`config.mk`:
```
export PLATFORM = sky130hd
export DESIGN_NAME = spi_apb_sampler
export DESIGN_NICKNAME = d
export VERILOG_FILES = /design/src/rtl/spi_sampler_pkg.sv /design/src/rtl/apb_master_if.sv /design/src/rtl/spi_apb_sampler.sv
export SDC_FILE = /design/constraint.sdc
export NUM_CORES = 1
export LEC_CHECK = 0
export ABC_AREA = 1
export CAP_MARGIN = 20
export CORE_UTILIZATION = 50
export CTS_BUF_LIST = sky130_fd_sc_hd__clkbuf_4 sky130_fd_sc_hd__clkbuf_8 sky130_fd_sc_hd__clkbuf_16
export DETAILED_ROUTE_END_ITERATION = 10
export HOLD_SLACK_MARGIN = 0.12
export PLACE_DENSITY = 0.78
export SYNTH_ARGS = -nofsm -noshare
export SYNTH_HDL_FRONTEND = slang
export SYNTH_SLANG_ARGS = --single-unit
```
`constraint.sdc`:
```
create_clock -name PCLK -period 2.4 [get_ports PCLK]
set_clock_uncertainty 0.15 [all_clocks]
set_input_delay 0.48 -clock PCLK [delete_from_list [all_inputs] [get_ports PCLK]]
set_output_delay 0.48 -clock PCLK [all_outputs]
set_load 0.005 [all_outputs]
```
`src/rtl/spi_sampler_pkg.sv`:
```
// Shared types and constants for the SPI-controller polling sampler.
// Holds the sampler FSM states, APB phase encoding and register offsets.
// No logic: purely declarations imported by the sampler and its APB sequencer.
package spi_sampler_pkg;

  localparam int unsigned APB_AW = 7;
  localparam int unsigned CH_W   = 6;

  localparam logic [APB_AW-1:0] OFS_CTRL   = 7'h00;
  localparam logic [APB_AW-1:0] OFS_RXDATA = 7'h08;
  localparam logic [APB_AW-1:0] OFS_TXDATA = 7'h0C;

  typedef enum logic [3:0] {
    ST_INIT,
    ST_IDLE,
    ST_TX_WAIT,
    ST_TX_SETUP,
    ST_TX_ACC,
    ST_RX_WAIT,
    ST_RX_SETUP,
    ST_RX_ACC,
    ST_EMIT
  } state_e;

  typedef enum logic [1:0] {
    APB_IDLE,
    APB_SETUP,
    APB_ACCESS
  } apb_phase_e;

endpackage

```
`src/rtl/apb_master_if.sv`:
```
// Single-access APB sequencer: req launches one SETUP then ACCESS transfer.
// Latency: PSEL rises the cycle after req; done pulses on the ACCESS cycle with PREADY=1.
// Backpressure: ACCESS is held (address/data stable) while PREADY=0; req only sampled when idle.
module apb_master_if
  import spi_sampler_pkg::*;
#(
  parameter int unsigned DW = 8
) (
  input  logic              PCLK,
  input  logic              PRESETN,
  input  logic              req,
  input  logic              wr,
  input  logic [APB_AW-1:0] addr,
  input  logic [DW-1:0]     wdata,
  output logic              done,
  output logic [DW-1:0]     rdata,
  output logic [APB_AW-1:0] PADDR,
  output logic              PSEL,
  output logic              PENABLE,
  output logic              PWRITE,
  output logic [DW-1:0]     PWDATA,
  input  logic [DW-1:0]     PRDATA,
  input  logic              PREADY
);

  apb_phase_e        phase_q, phase_d;
  logic              psel_q, psel_d;
  logic              penable_q, penable_d;
  logic              pwrite_q, pwrite_d;
  logic [APB_AW-1:0] paddr_q, paddr_d;
  logic [DW-1:0]     pwdata_q, pwdata_d;

  // Phase sequencing; address/data/direction latched once at request time.
  always_comb begin
    phase_d  = phase_q;
    paddr_d  = paddr_q;
    pwrite_d = pwrite_q;
    pwdata_d = pwdata_q;
    case (phase_q)
      APB_IDLE: begin
        if (req) begin
          phase_d  = APB_SETUP;
          paddr_d  = addr;
          pwrite_d = wr;
          pwdata_d = wdata;
        end
      end
      APB_SETUP:  phase_d = APB_ACCESS;
      APB_ACCESS: if (PREADY) phase_d = APB_IDLE;
      default:    phase_d = APB_IDLE;
    endcase
    // Separate flops for PSEL/PENABLE keep the bus strobes glitch-free.
    psel_d    = (phase_d != APB_IDLE);
    penable_d = (phase_d == APB_ACCESS);
  end

  // Bus state registers; reset drops PSEL/PENABLE immediately.
  always_ff @(posedge PCLK or negedge PRESETN) begin
    if (!PRESETN) begin
      phase_q   <= APB_IDLE;
      psel_q    <= 1'b0;
      penable_q <= 1'b0;
      pwrite_q  <= 1'b0;
      paddr_q   <= '0;
      pwdata_q  <= '0;
    end else begin
      phase_q   <= phase_d;
      psel_q    <= psel_d;
      penable_q <= penable_d;
      pwrite_q  <= pwrite_d;
      paddr_q   <= paddr_d;
      pwdata_q  <= pwdata_d;
    end
  end

  assign done    = (phase_q == APB_ACCESS) && PREADY;
  assign rdata   = PRDATA;
  assign PSEL    = psel_q;
  assign PENABLE = penable_q;
  assign PWRITE  = pwrite_q;
  assign PADDR   = paddr_q;
  assign PWDATA  = pwdata_q;

endmodule

```
`src/rtl/spi_apb_sampler.sv`:
```
// APB master polling an SPI controller: one command write and one reply read per channel per frame.
// Latency: first PSEL 1 cycle after frame_trig (TX room available); 6 cycles per channel minimum.
// Backpressure: sample held on m_valid until m_ready; no APB traffic meanwhile; PREADY stalls honoured.
module spi_apb_sampler
  import spi_sampler_pkg::*;
#(
  parameter int unsigned           APB_DWIDTH  = 8,
  parameter int unsigned           NUM_CH      = 16,
  parameter logic [APB_DWIDTH-1:0] CMD_BASE    = '0,
  parameter logic [APB_DWIDTH-1:0] CTRL_VAL    = APB_DWIDTH'(3),
  parameter logic [APB_AW-1:0]     ADDR_CTRL   = OFS_CTRL,
  parameter logic [APB_AW-1:0]     ADDR_RXDATA = OFS_RXDATA,
  parameter logic [APB_AW-1:0]     ADDR_TXDATA = OFS_TXDATA,
  parameter int unsigned           TO_CYCLES   = 1023
) (
  input  logic                  PCLK,
  input  logic                  PRESETN,
  input  logic                  frame_trig,
  output logic [APB_AW-1:0]     PADDR,
  output logic                  PSEL,
  output logic                  PENABLE,
  output logic                  PWRITE,
  output logic [APB_DWIDTH-1:0] PWDATA,
  input  logic [APB_DWIDTH-1:0] PRDATA,
  input  logic                  PREADY,
  input  logic                  SPITXRFM,
  input  logic                  SPIRXAVAIL,
  output logic                  m_valid,
  input  logic                  m_ready,
  output logic [APB_DWIDTH-1:0] m_data,
  output logic [CH_W-1:0]       m_chan,
  output logic                  m_last,
  output logic                  busy,
  output logic                  overrun,
  output logic                  timeout
);

  localparam int unsigned     TO_W    = $clog2(TO_CYCLES + 1);
  localparam logic [CH_W-1:0] LAST_CH = CH_W'(NUM_CH - 1);

  state_e                  state_q, state_d;
  logic [CH_W-1:0]         ch_q, ch_d;
  logic [TO_W-1:0]         cnt_q, cnt_d, cnt_inc;
  logic                    busy_q, busy_d;
  logic                    overrun_q, overrun_d;
  logic                    timeout_q, timeout_d;
  logic                    init_sent_q, init_sent_d;
  logic                    m_valid_q, m_valid_d;
  logic [APB_DWIDTH-1:0]   m_data_q, m_data_d;
  logic [CH_W-1:0]         m_chan_q, m_chan_d;
  logic                    m_last_q, m_last_d;

  logic                    apb_req, apb_wr, apb_done;
  logic [APB_AW-1:0]       apb_addr;
  logic [APB_DWIDTH-1:0]   apb_wdata, apb_rdata;

  apb_master_if #(.DW(APB_DWIDTH)) u_apb (
    .PCLK    (PCLK),
    .PRESETN (PRESETN),
    .req     (apb_req),
    .wr      (apb_wr),
    .addr    (apb_addr),
    .wdata   (apb_wdata),
    .done    (apb_done),
    .rdata   (apb_rdata),
    .PADDR   (PADDR),
    .PSEL    (PSEL),
    .PENABLE (PENABLE),
    .PWRITE  (PWRITE),
    .PWDATA  (PWDATA),
    .PRDATA  (PRDATA),
    .PREADY  (PREADY)
  );

  assign cnt_inc = cnt_q + TO_W'(1);

  // Frame sequencing, APB request generation, reply timeout and sample capture.
  always_comb begin
    state_d     = state_q;
    ch_d        = ch_q;
    cnt_d       = cnt_q;
    busy_d      = busy_q;
    overrun_d   = overrun_q;
    timeout_d   = 1'b0;
    init_sent_d = init_sent_q;
    m_valid_d   = m_valid_q;
    m_data_d    = m_data_q;
    m_chan_d    = m_chan_q;
    m_last_d    = m_last_q;
    apb_req     = 1'b0;
    apb_wr      = 1'b0;
    apb_addr    = ADDR_CTRL;
    apb_wdata   = '0;

    // A trigger is only accepted in IDLE; anywhere else it is dropped and flagged.
    if (frame_trig && (state_q != ST_IDLE)) overrun_d = 1'b1;

    case (state_q)
      ST_INIT: begin
        if (!init_sent_q) begin
          apb_req     = 1'b1;
          apb_wr      = 1'b1;
          apb_addr    = ADDR_CTRL;
          apb_wdata   = CTRL_VAL;
          init_sent_d = 1'b1;
        end
        if (apb_done) state_d = ST_IDLE;
      end
      ST_IDLE: begin
        if (frame_trig) begin
          ch_d    = '0;
          busy_d  = 1'b1;
          state_d = ST_TX_WAIT;
        end
      end
      ST_TX_WAIT:  ;  // launch handled below, shared with IDLE/EMIT entry
      ST_TX_SETUP: state_d = ST_TX_ACC;
      ST_TX_ACC: begin
        if (apb_done) begin
          cnt_d   = '0;
          state_d = ST_RX_WAIT;
        end
      end
      ST_RX_WAIT: begin
        if (SPIRXAVAIL) begin
          cnt_d    = '0;
          apb_req  = 1'b1;
          apb_addr = ADDR_RXDATA;
          state_d  = ST_RX_SETUP;
        end else if (cnt_inc == TO_W'(TO_CYCLES)) begin
          // No reply: emit a zero so downstream still sees a full frame.
          cnt_d     = '0;
          timeout_d = 1'b1;
          m_valid_d = 1'b1;
          m_data_d  = '0;
          m_chan_d  = ch_q;
          m_last_d  = (ch_q == LAST_CH);
          state_d   = ST_EMIT;
        end else begin
          cnt_d = cnt_inc;
        end
      end
      ST_RX_SETUP: state_d = ST_RX_ACC;
      ST_RX_ACC: begin
        if (apb_done) begin
          m_valid_d = 1'b1;
          m_data_d  = apb_rdata;
          m_chan_d  = ch_q;
          m_last_d  = (ch_q == LAST_CH);
          state_d   = ST_EMIT;
        end
      end
      ST_EMIT: begin
        if (m_ready) begin
          m_valid_d = 1'b0;
          if (m_last_q) begin
            busy_d  = 1'b0;
            state_d = ST_IDLE;
          end else begin
            ch_d    = ch_q + CH_W'(1);
            state_d = ST_TX_WAIT;
          end
        end
      end
      default: state_d = ST_INIT;
    endcase

    // TX_WAIT costs no cycle when the TX FIFO already has room.
    if ((state_d == ST_TX_WAIT) && SPITXRFM) begin
      apb_req   = 1'b1;
      apb_wr    = 1'b1;
      apb_addr  = ADDR_TXDATA;
      apb_wdata = CMD_BASE + APB_DWIDTH'(ch_d);
      state_d   = ST_TX_SETUP;
    end
  end

  // State, counters and output registers.
  always_ff @(posedge PCLK or negedge PRESETN) begin
    if (!PRESETN) begin
      state_q     <= ST_INIT;
      ch_q        <= '0;
      cnt_q       <= '0;
      busy_q      <= 1'b0;
      overrun_q   <= 1'b0;
      timeout_q   <= 1'b0;
      init_sent_q <= 1'b0;
      m_valid_q   <= 1'b0;
      m_data_q    <= '0;
      m_chan_q    <= '0;
      m_last_q    <= 1'b0;
    end else begin
      state_q     <= state_d;
      ch_q        <= ch_d;
      cnt_q       <= cnt_d;
      busy_q      <= busy_d;
      overrun_q   <= overrun_d;
      timeout_q   <= timeout_d;
      init_sent_q <= init_sent_d;
      m_valid_q   <= m_valid_d;
      m_data_q    <= m_data_d;
      m_chan_q    <= m_chan_d;
      m_last_q    <= m_last_d;
    end
  end

  assign m_valid = m_valid_q;
  assign m_data  = m_data_q;
  assign m_chan  = m_chan_q;
  assign m_last  = m_last_q;
  assign busy    = busy_q;
  assign overrun = overrun_q;
  assign timeout = timeout_q;

endmodule
```
Word level (Yosys, flattened, before mapping)
Index checks and enable logic that the tools add are counted.
W data, S select, Z words.
Word-level totals
  bits in registers: 60
  bits in latches: 0
  RAM bits: 0
  bits in read-only memories: 0
  input port bits: 15
  output and inout bits: 37
  word-level logic and storage cells: 113
  memories kept: 0
Operators by class
  $add $sub $neg: 2
  multiply operators: 0
  divide/modulo/power cells: 0
  order comparisons: 0
  equality and inequality tests: 22
  shift operators: 0
  muxes and demuxes: 57
  bitwise gates (word level): 0
  reductions and logical operators: 15
Operators by type and width (number)
  $mux W4: 10
  $mux W6: 6
  $pmux W4 S9: 1
  $mux W8: 4
  $mux W10: 3
  $pmux W6 S2: 2
  $pmux W10 S2: 1
  $mux W1: 18
  $eq A4 B3 Y1 const B: 4
  $pmux W8 S2: 1
  $ne A2 B2 Y1 const B: 7
  $eq A4 B2 Y1 const B: 3
  $add A10 B1 Y10 const B: 1
  $eq A10 B10 Y1 const B: 1
  $mux W2: 5
  $reduce_and A4 Y1: 2
  $reduce_bool A2 Y1: 4
  $mux W7: 1
  $add A6 B1 Y6 const B: 1
  $eq A6 B4 Y1 const B: 1
  $pmux W1 S2: 3
  $pmux W2 S3: 1
  $reduce_and A5 Y1: 1
  $eq A2 B2 Y1 const B: 2
  10 further kinds: 13

Depth between registers and ports, before layout
  depth in word-level cells: 11
  depth in mapped cells: 15
  depth with buffers taken out: 15

By module
From an unflattened synthesis, not the netlist that was laid out.
Unflattened totals
  cell total of the unflattened synthesis: 382
  area total of the unflattened synthesis: 3002.9 um^2
By module, submodules not included
  spi_apb_sampler: instances 1, cells an instance 289, area each 2148.3 um^2, sequential area each 1001.0 um^2
  apb_master_if: instances 1, cells an instance 93, area each 854.6 um^2, sequential area each 500.5 um^2

Worst setup path after synthesis
OpenSTA, ideal clock, no wires.
  path kind: register -> register
  start: register cnt_q[0]
  end: register u_apb.pwdata_q[0] (netlist: u_apb.PWDATA[0])
  setup time: 0.117 ns
  arrival time: 1.709 ns
  required time: 2.133 ns
  slack: 0.425 ns
  cell stages (with the launch flop): 16
  path buffers: 0
  period minus slack after synthesis: 1.975 ns
  cells stage by stage: dfrtp_1 ha_1 nand2_2 inv_1 nand2_1 nand2_1 nor2_1 nand3_1 nor2_2 nand2_4 nand2_4 nand3_4 nand2_4 nand2_4 nand2_1 nand2_1
Between the ends
  longest elaborated chain between the ends: 9
  elaborated cells between the ends (all ways): 10
  classes of those cells: add/sub: 1; eq/ne: 2; mux: 5; reduce/logical: 2
Ends and longest elaborated chain
  start, declared: line spi_apb_sampler.sv:43  | logic [TO_W-1:0] cnt_q, cnt_d, cnt_inc;
  start signal, assigned: line spi_apb_sampler.sv:195  | cnt_q <= cnt_d;
  $add A10 B1 Y10 *: line spi_apb_sampler.sv:75  | assign cnt_inc = cnt_q + TO_W'(1);
  $eq A10 B10 Y1 *: line spi_apb_sampler.sv:130  | end else if (cnt_inc == TO_W'(TO_CYCLES)) begin
  $mux W4 *: line spi_apb_sampler.sv:130
  $mux W4 *: line spi_apb_sampler.sv:125  | if (SPIRXAVAIL) begin
  $pmux W4 S9 *: line spi_apb_sampler.sv:98  | case (state_q)
  $eq A4 B2 Y1 *: line spi_apb_sampler.sv:169  | if ((state_d == ST_TX_WAIT) && SPITXRFM) begin
  $logic_and A1 B1 Y1 *: line spi_apb_sampler.sv:169
  $mux W1: line spi_apb_sampler.sv:169
  $reduce_and A2 Y1 (no line)
  end signal, assigned: line apb_master_if.sv:72  | pwdata_q <= pwdata_d;
  end, declared: line apb_master_if.sv:31  | logic [DW-1:0] pwdata_q, pwdata_d;
Every way passes the cells marked *; elsewhere a longest branch is shown, timed or not.
A chain may end at the register's enable or synchronous reset.

Worst setup path after layout
  start: register cnt_q[0]
  end: register u_apb.paddr_q[2] (netlist: u_apb.PADDR[2])
Between the ends
  longest elaborated chain between the ends: 9
  elaborated cells between the ends (all ways): 10
  classes of those cells: add/sub: 1; eq/ne: 2; mux: 5; reduce/logical: 2
Ends and longest elaborated chain
  $add A10 B1 Y10 *: line spi_apb_sampler.sv:75
  $eq A10 B10 Y1 *: line spi_apb_sampler.sv:130
  $mux W4 *: line spi_apb_sampler.sv:130
  $mux W4 *: line spi_apb_sampler.sv:125
  $pmux W4 S9 *: line spi_apb_sampler.sv:98
  $eq A4 B2 Y1 *: line spi_apb_sampler.sv:169
  $logic_and A1 B1 Y1 *: line spi_apb_sampler.sv:169
  $mux W1: line spi_apb_sampler.sv:169
  $reduce_and A2 Y1 (no line)
  end signal, assigned: line apb_master_if.sv:71  | paddr_q <= paddr_d;
  end, declared: line apb_master_if.sv:30  | logic [APB_AW-1:0] paddr_q, paddr_d;
Marks and branches as above.

==> impl_metrics.ini <==
[run_status]
status = finished, final reports clean

[setup_path]
cp_cell_sequence = ha_2 > nand2_2 > inv_1 > nand2_1 > nand2_1 > nor2_1 > nand3_1 > nor2_2 > nand2_4 > nand2_4 > nand3_4 > nand2_4 > nand2_4 > nand2_1 > nand2_1
cp.buffers_inverters = 1
worstPathMaxFanout = 9
crit_arrival_ns = 2.28
critPathRequiredTime_ns = 2.45
max_stage_delay_ns = 0.44
cp_top_family = simple AND/OR/NAND/NOR gates
worstSetupPathType = reg2reg
critPathCaptureType = flip-flop
critPathSlowestCell = dfrtp_2
startpoint_type = flip-flop

[routing]
routedWlPerCell_um = 12.27
dr.pass1.iters = 4
via_per_inst = 4.919
wirelength_mm = 5.620
ant_nets = 0
vias = 2253
drc_errors = 0
drt_iter0_drc = 137

[cells_and_area]
syn2layout_area_growth_pct = 24.26
diodes = 0
finalInstanceArea_mm2 = 0.003383
fin_nets = 406
drive_above_1_share_pct = 12.11
postLayoutCoreUtil_pct = 65.41

[yosys]
synth_edf_count = 0
synth-seq-cells = 53
yosys-top-cells-count = nand2_1, dfrtp_1, inv_1
syn-mean-instance-area_um2 = 8.225
synthTopCellsByArea = dfrtp_1, nand2_1, inv_1
yosysMostFrequentCell = nand2_1
synth_top_area_share_pct = 48.71
synthArstFlopShare_pct = 100.0
yosysWarnings = 0
synth_cell_types = 36
yosysTopAreaCell = dfrtp_1
ys_seq_area_share_pct = 48.71
netlist_area_mm2 = 0.002723
synth_flop_cell = dfrtp_1
synthCells = 331

[power_and_ir_drop]
power.leakage_nw = 1.686
power_mw = 3.043
power.density_mw_per_mm2 = 899.4
peakVddDrop_v = 0.0005393

[floorplan]
rows = 26
initial_utilization_pct = 52.64
die_y_um = 75.79
io_pins = 52
dieWidth_um = 75.79
coreArea_mm2 = 0.005172
die-area_mm2 = 0.005744

[grt]
grt_max_degree = 54
grt_first_pass_wirelength_mm = 9.280
grtUsageTotal_pct = 21.75
antenna_found_initial = 0
gr-total-overflow = 0
grt_pass1_vias = 2083

[sta]
rsz0062_at_grt = no
setup_slack_ns = 0.1761
maxSlewViolCount = 0
hold_viol_final = 0
setup_viol = 0
fmax_mhz = 449.7
setup_tns_ns = 0
period_needed_ns = 2.224
period_share_pct = 92.66

[cts]
insertion_delay_ns = 0.31
clock-sinks = 53
numCtsBuffers = 5
cts-root-buf = clkbuf_8
tritoncts = yes
htreeDepth = 2
clkTransAtPathRegs_ns = 0.09
cts_max_path_buffers = 2

[placed_design]
dp_hpwl_mm = 4.120
gp_congestion = 0.9085
port_buffers = 44
place_area_mm2 = 0.003269
dp_slack_ns = 0.01202

[worst_hold_path]
hold_path.class = reg2reg

[flow_run]
drv_cap = 0
-- final timing paths --
path,start,to,slack (ns),depth (start not counted)
max,cnt_q[0]$_DFFE_PN0P_,u_apb.PADDR[2]$_DFFE_PN0P_,0.18,15
min,m_data[3]$_DFFE_PN0P_,m_data[3]$_DFFE_PN0P_,0.33,2
max reg2reg,cnt_q[0]$_DFFE_PN0P_,u_apb.PADDR[2]$_DFFE_PN0P_,0.18,15
min reg2reg,m_data[3]$_DFFE_PN0P_,m_data[3]$_DFFE_PN0P_,0.33,2
max in group asynchronous,PRESETN,cnt_q[2]$_DFFE_PN0P_,1.31,3
min in group asynchronous,PRESETN,m_data[1]$_DFFE_PN0P_,0.52,3
-- power breakdown --
group | internal (mW) | total [mW] | leakage [nW] | switching [mW]
clock | 0.214 | 0.489 | 0.0447 | 0.276
sequential | 1.11 | 1.26 | 0.685 | 0.151
combinational | 0.570 | 1.29 | 0.957 | 0.719
-- tightest hold or removal path, delay by kind of cell, from the launching register on --
| kind | cells | cell delay, ns |
|---|---|---|
| flops | 1 | 0.35 |
| simple gates | 2 | 0.10 |
-- repair_timing --
item,4_1_cts,5_1_grt
setup endpoints to repair,0,7
hold buffers,1,0
resized for setup,0,2
endpoints found under the hold margin,53,0
buffers inserted,0,2
-- final cells by class --
class,count,area [µm²]
multi-input cells,219,1135
well taps,70,87.58
inverters,54,202.7
fillers,444,1789
clock buffers,6,76.32
flip-flops and latches,53,1328
clock inverters,1,8.758
repair buffers,55,545.5
-- flip-flops by register name (all words and copies together), names as in the netlist, 2 cells and up --
name and flops:
state_q 4, u_apb.PADDR 2, ch_q 6, u_apb.phase_q 2
m_chan 6, cnt_q 10, m_data 8, u_apb.PWDATA 6
-- logic make-up after synthesis --
kind of cell             count (synthesis)  synth area share (%)
other                                    1                0.1377
AND/OR/NAND/NOR                        173                 30.42
flip-flops                              53                 48.71
AO/OA/AOI/OAI                           34                 8.180
XOR/XNOR                                 2                0.6435
adder cells (fa/ha/maj)                  3                 1.379
buffers and inverters                   65                 10.52
-- layout by cell type (no fill, tap or decap), types with 5 or more instances in the layout --
| cell type | instances |
|---|---|
| clkdlybuf4s50_1 | 43 |
| nor2_1 | 24 |
| o21ai_0 | 11 |
| clkbuf_8 | 5 |
| nand3_1 | 27 |
| dfrtp_1 | 52 |
| conb_1 | 7 |
| inv_1 | 52 |
| nand4_1 | 6 |
| buf_4 | 8 |
| nand2_1 | 93 |
-- routing by layer --
| layer | vias up | track usage [%] | part of all wire (%) |
|---|---|---|---|
| met1 | 1048 | 28.23 | 46 |
| met5 | - | 0 | 0 |
| met4 | 0 | 7.407 | 1.4 |
| li1 | 1138 | - | - |
| met3 | 8 | 4.365 | 4.6 |
| met2 | 59 | 36.38 | 48 |
-- per-stage QoR --
step,instances,hold slack [ns]
CTS,456,0.3350
finish,458,0.3286
global placement,448,0.3031
global route,458,0.3632
detailed placement,448,0.3117
floorplan,337,0.03441
No activity file was read; power rests on OpenSTA's default activity.
==> RTL edit 1: new RTL, same flow settings <==
Encoding of `state_e`: now one-hot (9 bits for 9 states).
--- a/src/rtl/spi_sampler_pkg.sv
+++ b/src/rtl/spi_sampler_pkg.sv
@@ -10,16 +10,16 @@
   localparam logic [APB_AW-1:0] OFS_RXDATA = 7'h08;
   localparam logic [APB_AW-1:0] OFS_TXDATA = 7'h0C;
 
-  typedef enum logic [3:0] {
-    ST_INIT,
-    ST_IDLE,
-    ST_TX_WAIT,
-    ST_TX_SETUP,
-    ST_TX_ACC,
-    ST_RX_WAIT,
-    ST_RX_SETUP,
-    ST_RX_ACC,
-    ST_EMIT
+  typedef enum logic [8:0] {
+    ST_INIT     = 9'b000000001,
+    ST_IDLE     = 9'b000000010,
+    ST_TX_WAIT  = 9'b000000100,
+    ST_TX_SETUP = 9'b000001000,
+    ST_TX_ACC   = 9'b000010000,
+    ST_RX_WAIT  = 9'b000100000,
+    ST_RX_SETUP = 9'b001000000,
+    ST_RX_ACC   = 9'b010000000,
+    ST_EMIT     = 9'b100000000
   } state_e;
 
   typedef enum logic [1:0] {
Behaviour: same outputs for any inputs over 10 cycles, from zero or initial values and one cycle with PRESETN low; not proved beyond that.
==> RTL edit 1 against the unedited design <==
  * Final area rose by 9.8%
  * Setup slack improved by 0.040 ns
  * Sequential cell count rose by 5
  * Critical endpoint is now m_valid
  * Routed wire length rose by 15%
  * Count of clock-buffer cells in the layout rose by 6
  * Area after synthesis rose by 9.9%
  * Non-clock buffer count fell by 6
Power is not compared: it rests on default switching activity, and its combinational part moved more than twofold at a synthesized area within 25%.
==> RTL edit 1: results (changes against the unedited design) <==
Detailed routing
  • Routed WL: 6440 um (+15%)
  • Average wire per standard cell: 12.3 um (+0.38%)
  • Initial DRC count: 127 (-7.3%)

Synth
  • Mean post-synth cell area: 7.69 um2 (-6.5%)
  • Synth area leaders: dfrtp_1 (48%), nand2_1 (17%), inv_1 (5.6%)
  • Library cells used by synthesis: 38 (+5.6%)
  • Sequential-to-total area share from yosys stat: 0.485 (-0.00176)
  • Commonest cells post-synth: nand2_1 (134), dfrtp_1 (57), inv_1 (45), nand3_1 (32), nor2_1 (30)

Clock network
  • Clock-pin slew on the worst setup and hold paths: 0.07 ns (-0.02 ns)
  • Maximum clock path buffer count: 2 (unchanged)
  • Clk_lat worst skew: 0.33 ns (+0.02 ns)
  • Clock buffer count from CTS: 9 (+4)
  • # clock sinks: 58 (+9.4%)

Final layout
  • Fillers: 502 (+13%)
  • Final net count: 464 (+14%)
  • Comb_multi_in: 279 (+27%)
  • Area delta synth->final: 24.2% (about the same)
  • Area of the multi-input gates: 1310 um2 (+15%)
  • Inverter count: 49 (-9.3%)
  • Multi-input combinational area share: 0.353 (+0.0171)
  • Sequential share of cell area: 0.391 (-0.00114)
  • Non-clock buffer share of cell area: 0.131 (-0.0299)
  • Buffers, non-clock: 49 (-11%)
  • Clock-cell share of area: 0.0512 (+0.0260)

Placed design
  • DP HPWL: 4820 um (+17%)
  • Routability Congestion: 0.879 (-3.2%)
  • Cells after DPL: 506 (+13%)

Hold path
  • Worst Hold Path EP: init_sent_q
  • Hold wc startpoint: init_sent_q

Outcome
  • Status: completed

Global routing
  • Tot GR Track Use: 0.228 (+0.0109)
  • Largest net degree at the start of global routing: 35 (-35%)
  • Global-route wire length before repair: 11100 um (+20%)

Setup path
  • R2r setup slk: 0.22 ns (+0.04 ns)
  • FF-to-FF End: m_valid
  • Crit-path max FO: 7 (-2)
  • Worst Reg-to-Reg Cells: 13 (-2)
  • CP Data Arrival Time: 2.26 ns (-0.02 ns)

Power and ir drop
  • Maximum vdd ir drop: 0.645 mV

STA
  • Final hold slack: 0.306 ns (-0.0222 ns)
  • Final worst path period need: 2.18 ns (-0.0399 ns)
RTL edit 1: cell count changes after synthesis, moves of 5 or more:
cell / unedited run / this run
inv_1: 52 / 45
nand2_1: 93 / 134
nand3_1: 27 / 32
nor2_1: 24 / 30
RTL edit 1: timing repair:
item,in CTS,in global routing
hold buffers,1,0
setup endpoints to repair,0,8
hold endpoints to repair,23,0
gates resized for setup,0,1
RTL edit 1: routing by layer:
metal  GRT usage  up-vias  routed length (um)
met4      0.0836        0                 123
met2       0.361       78                2890
li1            -     1347                   -
met1       0.303     1214                3080
met3      0.0586       12                 351
met5           0        -                   0
RTL edit 1: logic make-up (layout without fill, tap and decap cells):
group                    count (synthesis)  count (layout)  share of synthesized area
AO/OA/AOI/OAI                           36              36                     0.0694
XOR/XNOR                                 4               4                     0.0117
adder cells (fa/ha/maj)                  3               3                     0.0125
buffers and inverters                   58             114                     0.0844
flip-flops                              58              58                      0.485
other                                    1               7                    0.00125
AND/OR/NAND/NOR                        229             229                      0.335
==> RTL edit 2: new RTL, same settings <==
Made on the original files. `CH_W`: 6 -> 12.
--- a/src/rtl/spi_sampler_pkg.sv
+++ b/src/rtl/spi_sampler_pkg.sv
@@ -4,7 +4,7 @@
 package spi_sampler_pkg;
 
   localparam int unsigned APB_AW = 7;
-  localparam int unsigned CH_W   = 6;
+  localparam int unsigned CH_W   = 12;
 
   localparam logic [APB_AW-1:0] OFS_CTRL   = 7'h00;
   localparam logic [APB_AW-1:0] OFS_RXDATA = 7'h08;
Interface: changed (resized m_chan); port bits go from 52 to 58. The function was not compared with the original's and may differ.
==> RTL edit 2 against the unedited design <==
  * Sequential cell count is 14 higher
  * Final area is 27% higher
  * Count of clock-buffer cells in the layout is 6 higher
  * Worst hold slack worse by 0.0071 ns
  * Power is 49% higher
  * Setup slack better by 0.054 ns
  * Combinational power is 36% higher
  * Fmax is 2.5% higher
  * Routed wire length is 32% higher
  * Area after synthesis is 20% higher
  * Critical endpoint is now u_apb.PWDATA[7]
==> RTL edit 2: results (changes against the unedited design) <==
Outcome
  • Status: completed

STA
  • Final worst path period need: 2.17 ns (-0.0544 ns)
  • Tightest Pin Transition: 0.535 ns

Final layout
  • Layout cell share with drive strength beyond 1: 0.129 (+0.00830)
  • Final net count: 492 (+21%)

Global routing
  • Global-route wire length before repair: 13100 um (+41%)
  • Largest net degree at the start of global routing: 68 (+26%)
  • Tot GR Track Use: 0.238 (+0.0201)
  • Vias in the first global route: 2842 (+36%)

Clock network
  • Clk_lat worst skew: 0.35 ns (+0.04 ns)
  • Maximum clock path buffer count: 2 (unchanged)
  • # H-tree levels: 3 (+1)
  • Clock-pin slew on the worst setup and hold paths: 0.07 ns (-0.02 ns)
  • Clock buffer count from CTS: 9 (+4)

Placed design
  • DP HPWL: 5410 um (+31%)
  • Port buffer count: 52 (+18%)
  • Routability Congestion: 0.901 (-0.84%)
  • Post-DP Area: 3970 um2 (+22%)
  • Pre-CTS WS: -0.0364 ns (-0.0484 ns)

Setup path
  • CP Data Arrival Time: 2.31 ns (+0.03 ns)
  • Crit path from: state_q[1]
  • Crit-path max FO: 6 (-3)
  • End point of the critical path: u_apb.PWDATA[7]
  • R2r setup slk: 0.23 ns (+0.05 ns)
  • Worst Reg-to-Reg Cells: 9 (-6)

Detailed routing
  • Initial DRC count: 199 (+45%)
  • Via count: 2871 (+27%)
  • Drt first pass iters: 4 (unchanged)
  • Average wire per standard cell: 13.3 um (+8.7%)

Floorplanning
  • Die footprint: 6870 um2 (+20%)

Synth
  • Post-synthesis mux area share: 0 (unchanged)
  • Sequential-to-total area share from yosys stat: 0.513 (+0.0257)
  • Library cells used by synthesis: 38 (+5.6%)
  • Compound-Gate Fraction of Synth Area: 0.0972 (+0.0154)
  • Synth area leaders: dfrtp_1 (51%), nand2_1 (13%), inv_1 (6.3%)
  • Commonest cells post-synth: nand2_1 (111), dfrtp_1 (67), inv_1 (55), nand3_1 (33), o21ai_0 (33)
  • Post-synthesis xor/xnor area fraction: 0.0161 (+0.00964)
  • Post-Synth Adder-Cell Area: 0.0115 (-0.00231)
  • Top-count cell post-synth: nand2_1
  • Yosys warns: 0 (unchanged)

Power and ir drop
  • Pleak: 2.09 nW (+24%)
  • Int Pwr: 2.94 mW (+55%)
  • Maximum vdd ir drop: 0.832 mV (+54%)
==> RTL edit 2: timing repair <==
| action | 4_1_cts | 5_1_grt |
|---|---|---|
| buffers inserted | 0 | 4 |
| endpoints found under the hold margin | 67 | 0 |
| resized for setup | 0 | 9 |
| endpoints found under the setup margin | 0 | 36 |
| hold buffers | 1 | 0 |
==> RTL edit 2: worst min-delay path by stage <==
stage,startpoint,endpoint,slack [ns],depth (start not counted)
after global routing,m_data[7],m_data[7],0.34,2
after CTS,overrun,overrun,0.32,1
final,m_data[2],m_data[2],0.32,2
after detailed placement,overrun,overrun,0.30,1
after global placement,overrun,overrun,0.30,1
after floorplan,PRESETN,busy,0.03,0
==> RTL edit 2: layout make-up <==
cell class,instances,area [um2]
Sequential cell,67,1680
Tap cell,77,96.3
Inverter,59,224
Clock inverter,4,72.6
Timing Repair Buffer,73,701
Fill cell,543,2030
Multi-Input combinational cell,264,1360
Clock buffer,12,159
==> RTL edit 2: critical path, cell delays in order, from the launching register on <==
cell and delay, ns:
dfrtp_1 0.44, inv_2 0.15, nand2_4 0.08, nor3_4 0.26, inv_1 0.18, o21ai_0 0.29, a21oi_1 0.07, o21ai_0 0.32
nand2_1 0.10, nand2_1 0.07
==> RTL edit 2: power groups by stage <==
| stage | Combinational, mW | Sequential (mW) | Clock, mW |
|---|---|---|---|
| 6_report | 1.75 | 1.70 | 1.08 |
| 5_1_grt | 1.98 | 1.74 | 1.14 |
| 4_1_cts | 1.70 | 1.69 | 1.10 |
| 3_5_place_dp | 1.69 | 1.70 | 0 |
| 3_3_place_gp | 1.64 | 1.70 | 0 |
| 2_1_floorplan | 0.903 | 1.69 | 0 |
==> RTL edit 2: through the flow <==
step	utilization	hold WS, ns	cells
after floorplan	-	0.0344	400
after global placement	0.629	0.298	535
after detailed placement	0.629	0.297	535
after CTS	0.668	0.319	552
after global routing	0.679	0.341	556
final	0.679	0.322	556
==> RTL edit 2: cells by family (layout without fill, tap and decap cells) <==
group                    after synthesis  in the layout
other                                  1              5
buffers and inverters                 69            148
AND/OR/NAND/NOR                      197            197
XOR/XNOR                               6              6
flip-flops                            67             67
adder cells (fa/ha/maj)                3              3
AO/OA/AOI/OAI                         53             53
==> RTL edit 2: per-layer routing <==
metal	GRT usage	share of wire
met2	0.379	0.48
met1	0.314	0.45
met5	0	0
met4	0.113	0.022
met3	0.0447	0.053
